<file path="config.mk">
export PLATFORM = sky130hd
export DESIGN_NAME = cp0_ctrl
export DESIGN_NICKNAME = d
export VERILOG_FILES = /design/src/rtl/cp0_pkg.sv /design/src/rtl/cp0_ctrl.sv
export SDC_FILE = /design/constraint.sdc
export NUM_CORES = 1
export LEC_CHECK = 0
export ABC_CLOCK_PERIOD_IN_PS = 5610
export BUFFER_PORTS_ARGS = -buffer_cell sky130_fd_sc_hd__buf_2
export CAP_MARGIN = 25
export CORE_ASPECT_RATIO = 1.75
export CORE_UTILIZATION = 50
export DETAILED_ROUTE_END_ITERATION = 10
export PLACE_DENSITY = 0.84
export SETUP_SLACK_MARGIN = 0.5
export SYNTH_ARGS = -nofsm -noshare
export SYNTH_HDL_FRONTEND = slang
export SYNTH_SLANG_ARGS = --single-unit
</file>
<file path="constraint.sdc">
create_clock -name clk -period 5.61 [get_ports clk]
set_clock_uncertainty 0.05 [all_clocks]
set_input_delay 0.561 -clock clk [delete_from_list [all_inputs] [get_ports clk]]
set_output_delay 0.561 -clock clk [all_outputs]
set_load 0.05 [all_outputs]
</file>
<file path="src/rtl/cp0_pkg.sv">
// cp0_pkg: shared constants for the coprocessor-0 block.
//   - CP0 register numbers used by mfc0/mtc0
//   - exception codes produced by the pipeline
//   - bit-field positions of the SR and Cause registers
//   - helpers that assemble the architectural SR/Cause read views
`timescale 1ns/1ps
package cp0_pkg;

    // CP0 register numbers
    localparam logic [4:0] REG_SR    = 5'd12;
    localparam logic [4:0] REG_CAUSE = 5'd13;
    localparam logic [4:0] REG_EPC   = 5'd14;
    localparam logic [4:0] REG_PRID  = 5'd15;

    // Exception codes reported by the M stage (0 = no exception)
    typedef enum logic [4:0] {
        EXC_INT  = 5'd0,
        EXC_ADEL = 5'd4,
        EXC_ADES = 5'd5,
        EXC_RI   = 5'd10,
        EXC_OV   = 5'd12
    } exc_code_e;

    // SR field positions
    localparam int unsigned SR_IM_HI = 15;
    localparam int unsigned SR_IM_LO = 10;
    localparam int unsigned SR_EXL   = 1;
    localparam int unsigned SR_IE    = 0;

    // Cause field positions
    localparam int unsigned CAUSE_BD     = 31;
    localparam int unsigned CAUSE_IP_HI  = 15;
    localparam int unsigned CAUSE_IP_LO  = 10;
    localparam int unsigned CAUSE_EXC_HI = 6;
    localparam int unsigned CAUSE_EXC_LO = 2;

    // Assemble the 32-bit SR view; unimplemented bits read as zero.
    function automatic logic [31:0] pack_sr(input logic [5:0] im,
                                            input logic       exl,
                                            input logic       ie);
        logic [31:0] v;
        v                   = '0;
        v[SR_IM_HI:SR_IM_LO] = im;
        v[SR_EXL]           = exl;
        v[SR_IE]            = ie;
        return v;
    endfunction

    // Assemble the 32-bit Cause view; unimplemented bits read as zero.
    function automatic logic [31:0] pack_cause(input logic       bd,
                                               input logic [5:0] ip,
                                               input logic [4:0] exc);
        logic [31:0] v;
        v                           = '0;
        v[CAUSE_BD]                 = bd;
        v[CAUSE_IP_HI:CAUSE_IP_LO]  = ip;
        v[CAUSE_EXC_HI:CAUSE_EXC_LO] = exc;
        return v;
    endfunction

endpackage

</file>
<file path="src/rtl/cp0_ctrl.sv">
// cp0_ctrl: coprocessor 0 for the 5-stage MIPS pipeline.
// Decides when to take an exception or interrupt, records the victim PC
// and cause, and serves mfc0/mtc0 accesses from the M stage.
//
// Ports:
//   clk      in   system clock, all state updates on posedge
//   reset    in   asynchronous active-low reset
//   A1       in   [4:0]  mfc0 read register number
//   A2       in   [4:0]  mtc0 write register number
//   DIn      in   [31:0] mtc0 write data
//   We       in   mtc0 write enable
//   PC       in   [31:0] PC of the M-stage (victim) instruction
//   BD       in   M-stage instruction sits in a branch delay slot
//   ExcCode  in   [4:0]  M-stage exception code, 0 = none
//   HWInt    in   [5:0]  level-sensitive hardware interrupt lines
//   EXLClr   in   ERET in M stage, clears SR.EXL
//   IntReq   out  take exception/interrupt this cycle
//   EPC      out  [31:0] current EPC register
//   DOut     out  [31:0] mfc0 read data (pre-update value)
`timescale 1ns/1ps
module cp0_ctrl
    import cp0_pkg::*;
#(
    parameter logic [31:0] PRID_VAL   = 32'h0000_4D4A,
    // Exception entry address; the fetch stage performs the redirect.
    parameter logic [31:0] HANDLER_PC = 32'h0000_4180
) (
    input  logic        clk,
    input  logic        reset,
    input  logic [4:0]  A1,
    input  logic [4:0]  A2,
    input  logic [31:0] DIn,
    input  logic        We,
    input  logic [31:0] PC,
    input  logic        BD,
    input  logic [4:0]  ExcCode,
    input  logic [5:0]  HWInt,
    input  logic        EXLClr,
    output logic        IntReq,
    output logic [31:0] EPC,
    output logic [31:0] DOut
);

    // SR fields
    logic [5:0]  sr_im;
    logic        sr_exl;
    logic        sr_ie;

    // Cause fields
    logic        cause_bd;
    logic [5:0]  cause_ip;
    logic [4:0]  cause_exc;

    logic [31:0] epc_q;

    logic        int_req;
    logic        exc_req;
    logic [31:0] pc_word;
    logic [31:0] victim_pc;

    // Request decision from current state and inputs
    always_comb begin
        int_req = (|(HWInt & sr_im)) & sr_ie & ~sr_exl;
        exc_req = (ExcCode != 5'd0) & ~sr_exl;
        IntReq  = int_req | exc_req;
    end

    // Victim PC: word-aligned, backed up one instruction for a delay slot
    // so the handler returns to the branch. The subtraction wraps.
    always_comb begin
        pc_word   = PC & 32'hFFFF_FFFC;
        victim_pc = BD ? (pc_word - 32'd4) : pc_word;
    end

    // Cause.IP tracks the raw lines every cycle, independent of masking.
    always_ff @(posedge clk or negedge reset) begin
        if (!reset) begin
            cause_ip <= '0;
        end else begin
            cause_ip <= HWInt;
        end
    end

    // Exception entry has priority over mtc0/ERET; a colliding mtc0 is
    // dropped because the faulting instruction must not commit.
    always_ff @(posedge clk or negedge reset) begin
        if (!reset) begin
            sr_im     <= '0;
            sr_exl    <= 1'b0;
            sr_ie     <= 1'b0;
            cause_bd  <= 1'b0;
            cause_exc <= '0;
            epc_q     <= '0;
        end else if (IntReq) begin
            cause_exc <= int_req ? EXC_INT : ExcCode;
            cause_bd  <= BD;
            epc_q     <= victim_pc;
            sr_exl    <= 1'b1;
        end else begin
            if (We) begin
                case (A2)
                    REG_SR: begin
                        sr_im  <= DIn[SR_IM_HI:SR_IM_LO];
                        sr_exl <= DIn[SR_EXL];
                        sr_ie  <= DIn[SR_IE];
                    end
                    REG_EPC: epc_q <= DIn;
                    default: ;
                endcase
            end
            // Placed after the SR write so ERET wins for the EXL bit only.
            if (EXLClr) begin
                sr_exl <= 1'b0;
            end
        end
    end

    // mfc0 read path: current register contents, no write-through.
    always_comb begin
        case (A1)
            REG_SR:    DOut = pack_sr(sr_im, sr_exl, sr_ie);
            REG_CAUSE: DOut = pack_cause(cause_bd, cause_ip, cause_exc);
            REG_EPC:   DOut = epc_q;
            REG_PRID:  DOut = PRID_VAL;
            default:   DOut = '0;
        endcase
    end

    assign EPC = epc_q;

endmodule

</file>
## Word level (Yosys, flattened, before mapping)

Index checks and enable logic that the tools add are counted.

- Register bits after elaboration: 52
- Input bits: 90
- Output and inout bits: 65
- Word-level logic and storage cells: 40

- Add/sub/neg operators: 1
- Equality and inequality tests: 6
- Mux-type cells: 10
- Bitwise logic cells: 7
- Reduce and logical (&&, ||, !) cells: 9

Operators by type and width:

| operator | count |
|---|---|
| 32-bit two-way mux | 4 |
| 32-bit case mux with 4 select lines | 1 |
| 32-bit by 3-bit subtractor with 32-bit output (second input constant) | 1 |
| 5-bit by 4-bit equality test with 1-bit output (second input constant) | 6 |
| 6-bit AND | 1 |
| 3-bit nonzero test | 2 |
| 6-bit OR reduction | 1 |
| 5-bit two-way mux | 1 |
| 5-bit nonzero test | 1 |
| 1-bit two-way mux | 4 |
| 2-bit AND reduction | 2 |
| 2-bit nonzero test | 2 |
| 1-bit AND | 3 |
| 3-bit AND reduction | 1 |
| 1-bit NOT | 2 |
| 1-bit bitwise OR | 1 |

## Depth between registers and ports, before layout

- Word-level depth: 7
- Gate-level depth with buffers: 7
- Depth with buffers taken out: 7

## Least setup slack after synthesis

OpenSTA, ideal clock, no wires.

- Path type: input -> output
- From: input port A1[0]
- To: output port DOut[10]
- Data arrival time: 2338 ps
- Data required time: 4999 ps
- Slack: 2661 ps
- Cell stages on the path: 4
- Path buffers: 2
- Path through: clkbuf_1 -> clkbuf_1 -> a211oi_1 -> nor3_1

- Longest elaborated chain between the ends: 2
- Elaborated cells on any way between the ends: 5
- Classes of those cells: eq/ne (4); mux (1)

RTL lines:

| item | RTL line | source |
|---|---|---|
| start: declaration | cp0_ctrl.sv:30 | `input logic [4:0] A1,` |
| 5-bit by 4-bit equality test with 1-bit output | cp0_ctrl.sv:120 | `case (A1)` |
| 32-bit case mux with 4 select lines * | cp0_ctrl.sv:120 |  |
| end: declaration | cp0_ctrl.sv:41 | `output logic [31:0] DOut` |

Mark *: on every way between the ends. The rest lies on a longest branch, timed or not.

## Final worst setup path

- From: register sr_im[1]
- To: output port IntReq

- Longest elaborated chain between the ends: 5

RTL lines:

| item | RTL line | source |
|---|---|---|
| start: declaration | cp0_ctrl.sv:45 | `logic [5:0] sr_im;` |
| start signal: assignment | cp0_ctrl.sv:103 | `sr_im <= DIn[SR_IM_HI:SR_IM_LO];` |
| 6-bit AND | cp0_ctrl.sv:63 | `int_req = (\|(HWInt & sr_im)) & sr_ie & ~sr_exl;` |
| 6-bit OR reduction | cp0_ctrl.sv:63 |  |
| 1-bit AND (2 in series) | cp0_ctrl.sv:63 |  |
| 1-bit bitwise OR | cp0_ctrl.sv:65 | `IntReq = int_req \| exc_req;` |
| end: declaration | cp0_ctrl.sv:39 | `output logic IntReq,` |

Every way passes these cells.

==> metrics.md <==
| Metric | Value |
|---|---|
| Mapped cell area | 0.00322 mm2 |
| Synth warn | 0 |
| Dominant synthesized flop cell | dfrtp_1 |
| Reg area | 0.00130 mm2 |
| Worst min path class | in2async |
| Final min period | 2.90 ns |
| CTS tree | built |
| Library cells used by synthesis | 42 |
| Final hold violation count | 0 |
| Comb power frac | 0.532 |
| WP data arrival | 2.28 ns |
| F_max | 0.345 GHz |
| P_int | 888 uW |
| Seq/Total Area, Yosys | 0.404 |
| GRT overflow | 0 |
| Syn_nets | 416 |
| Slew Limit Fails | 0 |
| Critical path origin | sr_im[1] |
| Clock share of power | 0.115 |
| Reg-to-Reg Start | sr_im[1] |
| Setup crit end kind | primary output |
| Drt wl/cell | 15.6 um |
| Layout cells sized above 1 | 0.376 |
| Final Cycle Share | 0.516 |
| Routed WL | 8650 um |
| Static Leak | 0.00227 uW |
| Largest net degree at the start of global routing | 53 |
| H-tree depth | 2 |
| Switch share | 0.513 |
| Clock transition at the registers of the reported paths | 0.10 ns |
| Worst reg-to-reg path cell count | 5 |
| Outcome | finished, final reports clean |
| Routed Antenna Nets | 0 |
| Setup repair bufs after CTS | 0 |
| Clock Root Buffer | clkbuf_8 |
| Post-synthesis async set-or-reset flop share | 1.00 |
| DRC violations left | 0 |
| Layout net count | 565 |
| R2r setup slk | 3.43 ns |
| DR iter-0 viols | 171 |
| # fillers | 546 |
| Clock Latency Late Sink | 0.31 ns |
| Synth area leaders | dfrtp_1 40%, mux2i_1 18%, xnor2_1 5.4%, nand2_1 3.5%, and2_1 3.3% |
| Initial core utilization | 0.517 |
| Worst path required time | 5.00 ns |
| Seq pwr share | 0.353 |
| Max clock buf depth | 2 |
| Critical setup path kind | reg2out |
| TritonRoute pass-1 iters | 4 |
| Worst-path fanout max | 21 |
| Total power | 1820 uW |
| Clock sinks | 52 |
| Mean number of vias per cell | 5.40 |
| Tightest Pin Transition | 0.732 ns |
| Vias in the first global route | 2965 |
| FF+latch count, synth | 52 |
| Cell Pwr Density | 440 mW/mm2 |
| Synth area leader | dfrtp_1 |
| Core outline area | 0.00623 mm2 |
| Initial antenna violation count | 0 |
| Vias | 2990 |
| PortBufs | 152 |
| ANT cells | 0 |
| Post-CTS Hold Fix Bufs | 0 |
| Die Y | 108 um |
| Slew headroom | 0.507 |
| Worst Setup Start Kind | flip-flop |
| Unrepaired setup endpoints after global routing | no |
| Area delta synth->final | 28.6% |
| Synthesized area per cell | 9.91 um2 |
| First-pass GRT wire length | 13400 um |
| Die Area | 0.00678 mm2 |
| DP HPWL | 6810 um |
| Mapped Cells | 325 |
| Placer Congestion | 0.861 |
| Reg-to-Reg End | EPC[23] |
| Setup_tns | 0 ns |
| # resized after CTS | 0 |
| Max_cap viols | 0 |
| Row count | 38 |
| CP endpoint | IntReq |
| Worst VDD drop | 0.308 mV |
| Die X | 62.7 um |
| EDFF count, synth | 0 |
| Sw Pwr | 936 uW |
| I/O Pins | 155 |
| Total CTS buffers | 5 |
| Multi-input gate area | 0.00185 mm2 |
| Post-synth top area share | 0.404 |
| Setup-failing EPs final | 0 |
| Total track usage | 0.258 |
placed cells by master (no fill, tap or decap), types with 5 or more instances in the layout:
master / count
buf_2: 152
nor2b_1: 6
nand3_1: 6
nor2_1: 26
a21oi_1: 7
mux2i_1: 58
nand2_1: 30
mux2_2: 7
and2_1: 17
xor2_1: 8
o21ai_0: 13
clkbuf_8: 5
nor3_1: 12
dfrtp_1: 52
xnor2_1: 20
power groups by stage:
stage | logic, uW | registers (uW) | clock network [uW]
floorplan | 355 | 1010 | 0
global placement | 960 | 640 | 0
detailed placement | 979 | 649 | 0
CTS | 980 | 643 | 212
global route | 1030 | 662 | 222
finish | 971 | 643 | 210
metrics by stage:
stage                     cells  hold slack [ns]  worst slack (ns)  cell area, um2   util
final                       554            0.304              2.71            4140  0.665
after global routing        554            0.310              2.58            4140  0.665
after CTS                   553            0.314              2.27            4140  0.664
after detailed placement    546            0.415              2.28            4060  0.651
after global placement      545            0.404              2.30            4040  0.648
after floorplan             325            0.215              2.66            3220      -
critical path: stages (launching register included):
cell and delay, ns:
dfrtp_1 0.40, a22o_1 0.22, o31ai_2 0.54, a21o_1 0.22
inv_1 0.27, buf_2 0.33
worst min path at each step:
stage / start / to / slack [ns] / depth (start not counted)
after CTS: HWInt[4] / cause_ip[4] / 0.31 / 1
after global placement: cause_exc[1] / cause_exc[1] / 0.40 / 2
final: reset / EPC[12] / 0.30 / 2
after floorplan: reset / EPC[0] / 0.22 / 0
after detailed placement: cause_exc[4] / cause_exc[4] / 0.42 / 2
after global routing: HWInt[4] / cause_ip[4] / 0.31 / 1
per-layer routing:
metal	share of wire	vias up	global-route usage
met5	0	-	0
met4	0.017	0	0.0831
met3	0.063	12	0.0527
met2	0.58	121	0.535
met1	0.34	1410	0.240
li1	-	1447	-
sequential cells by signal, summed over array words and instances (netlist names):
signal,cells
cause_ip,6
cause_bd,1
sr_ie,1
sr_im,6
sr_exl,1
EPC,32
cause_exc,5
layout make-up:
| class | count | share of cell area |
|---|---|---|
| clock buffers | 6 | 0.0175 |
| multi-input cells | 255 | 0.445 |
| clock inverters | 1 | 0.00121 |
| inverters | 4 | 0.00362 |
| flip-flops and latches | 52 | 0.314 |
| repair buffers | 156 | 0.194 |
| well taps | 80 | 0.0242 |
cell families after synthesis:
logic type | synth area share
xor gates and xnor gates | 0.0761
adders and majority gates | 0.00388
DFF | 0.404
muxes | 0.205
and+or+nand+nor | 0.217
buffers and inverters | 0.0249
AOI/OAI and AO/OA | 0.0695
cells in the mapped netlist (all sizes together), types with 2 or more instances:
cell type  instances
mux2i             58
dfrtp             52
nand2             30
nor2              26
xnor2             20
and2              17
o21ai             13
nor3              12
clkbuf             9
nor4               8
xor2               8
a21oi              7
mux2               7
nand3              7
nor2b              6
buf                5
a22oi              4
inv                4
a211oi             3
a22o               3
nand2b             3
or4                3
and3               2
nand4              2
nor3b              2
nor4b              2
o31ai              2
or3                2
(Power assumes the default switching activity.)
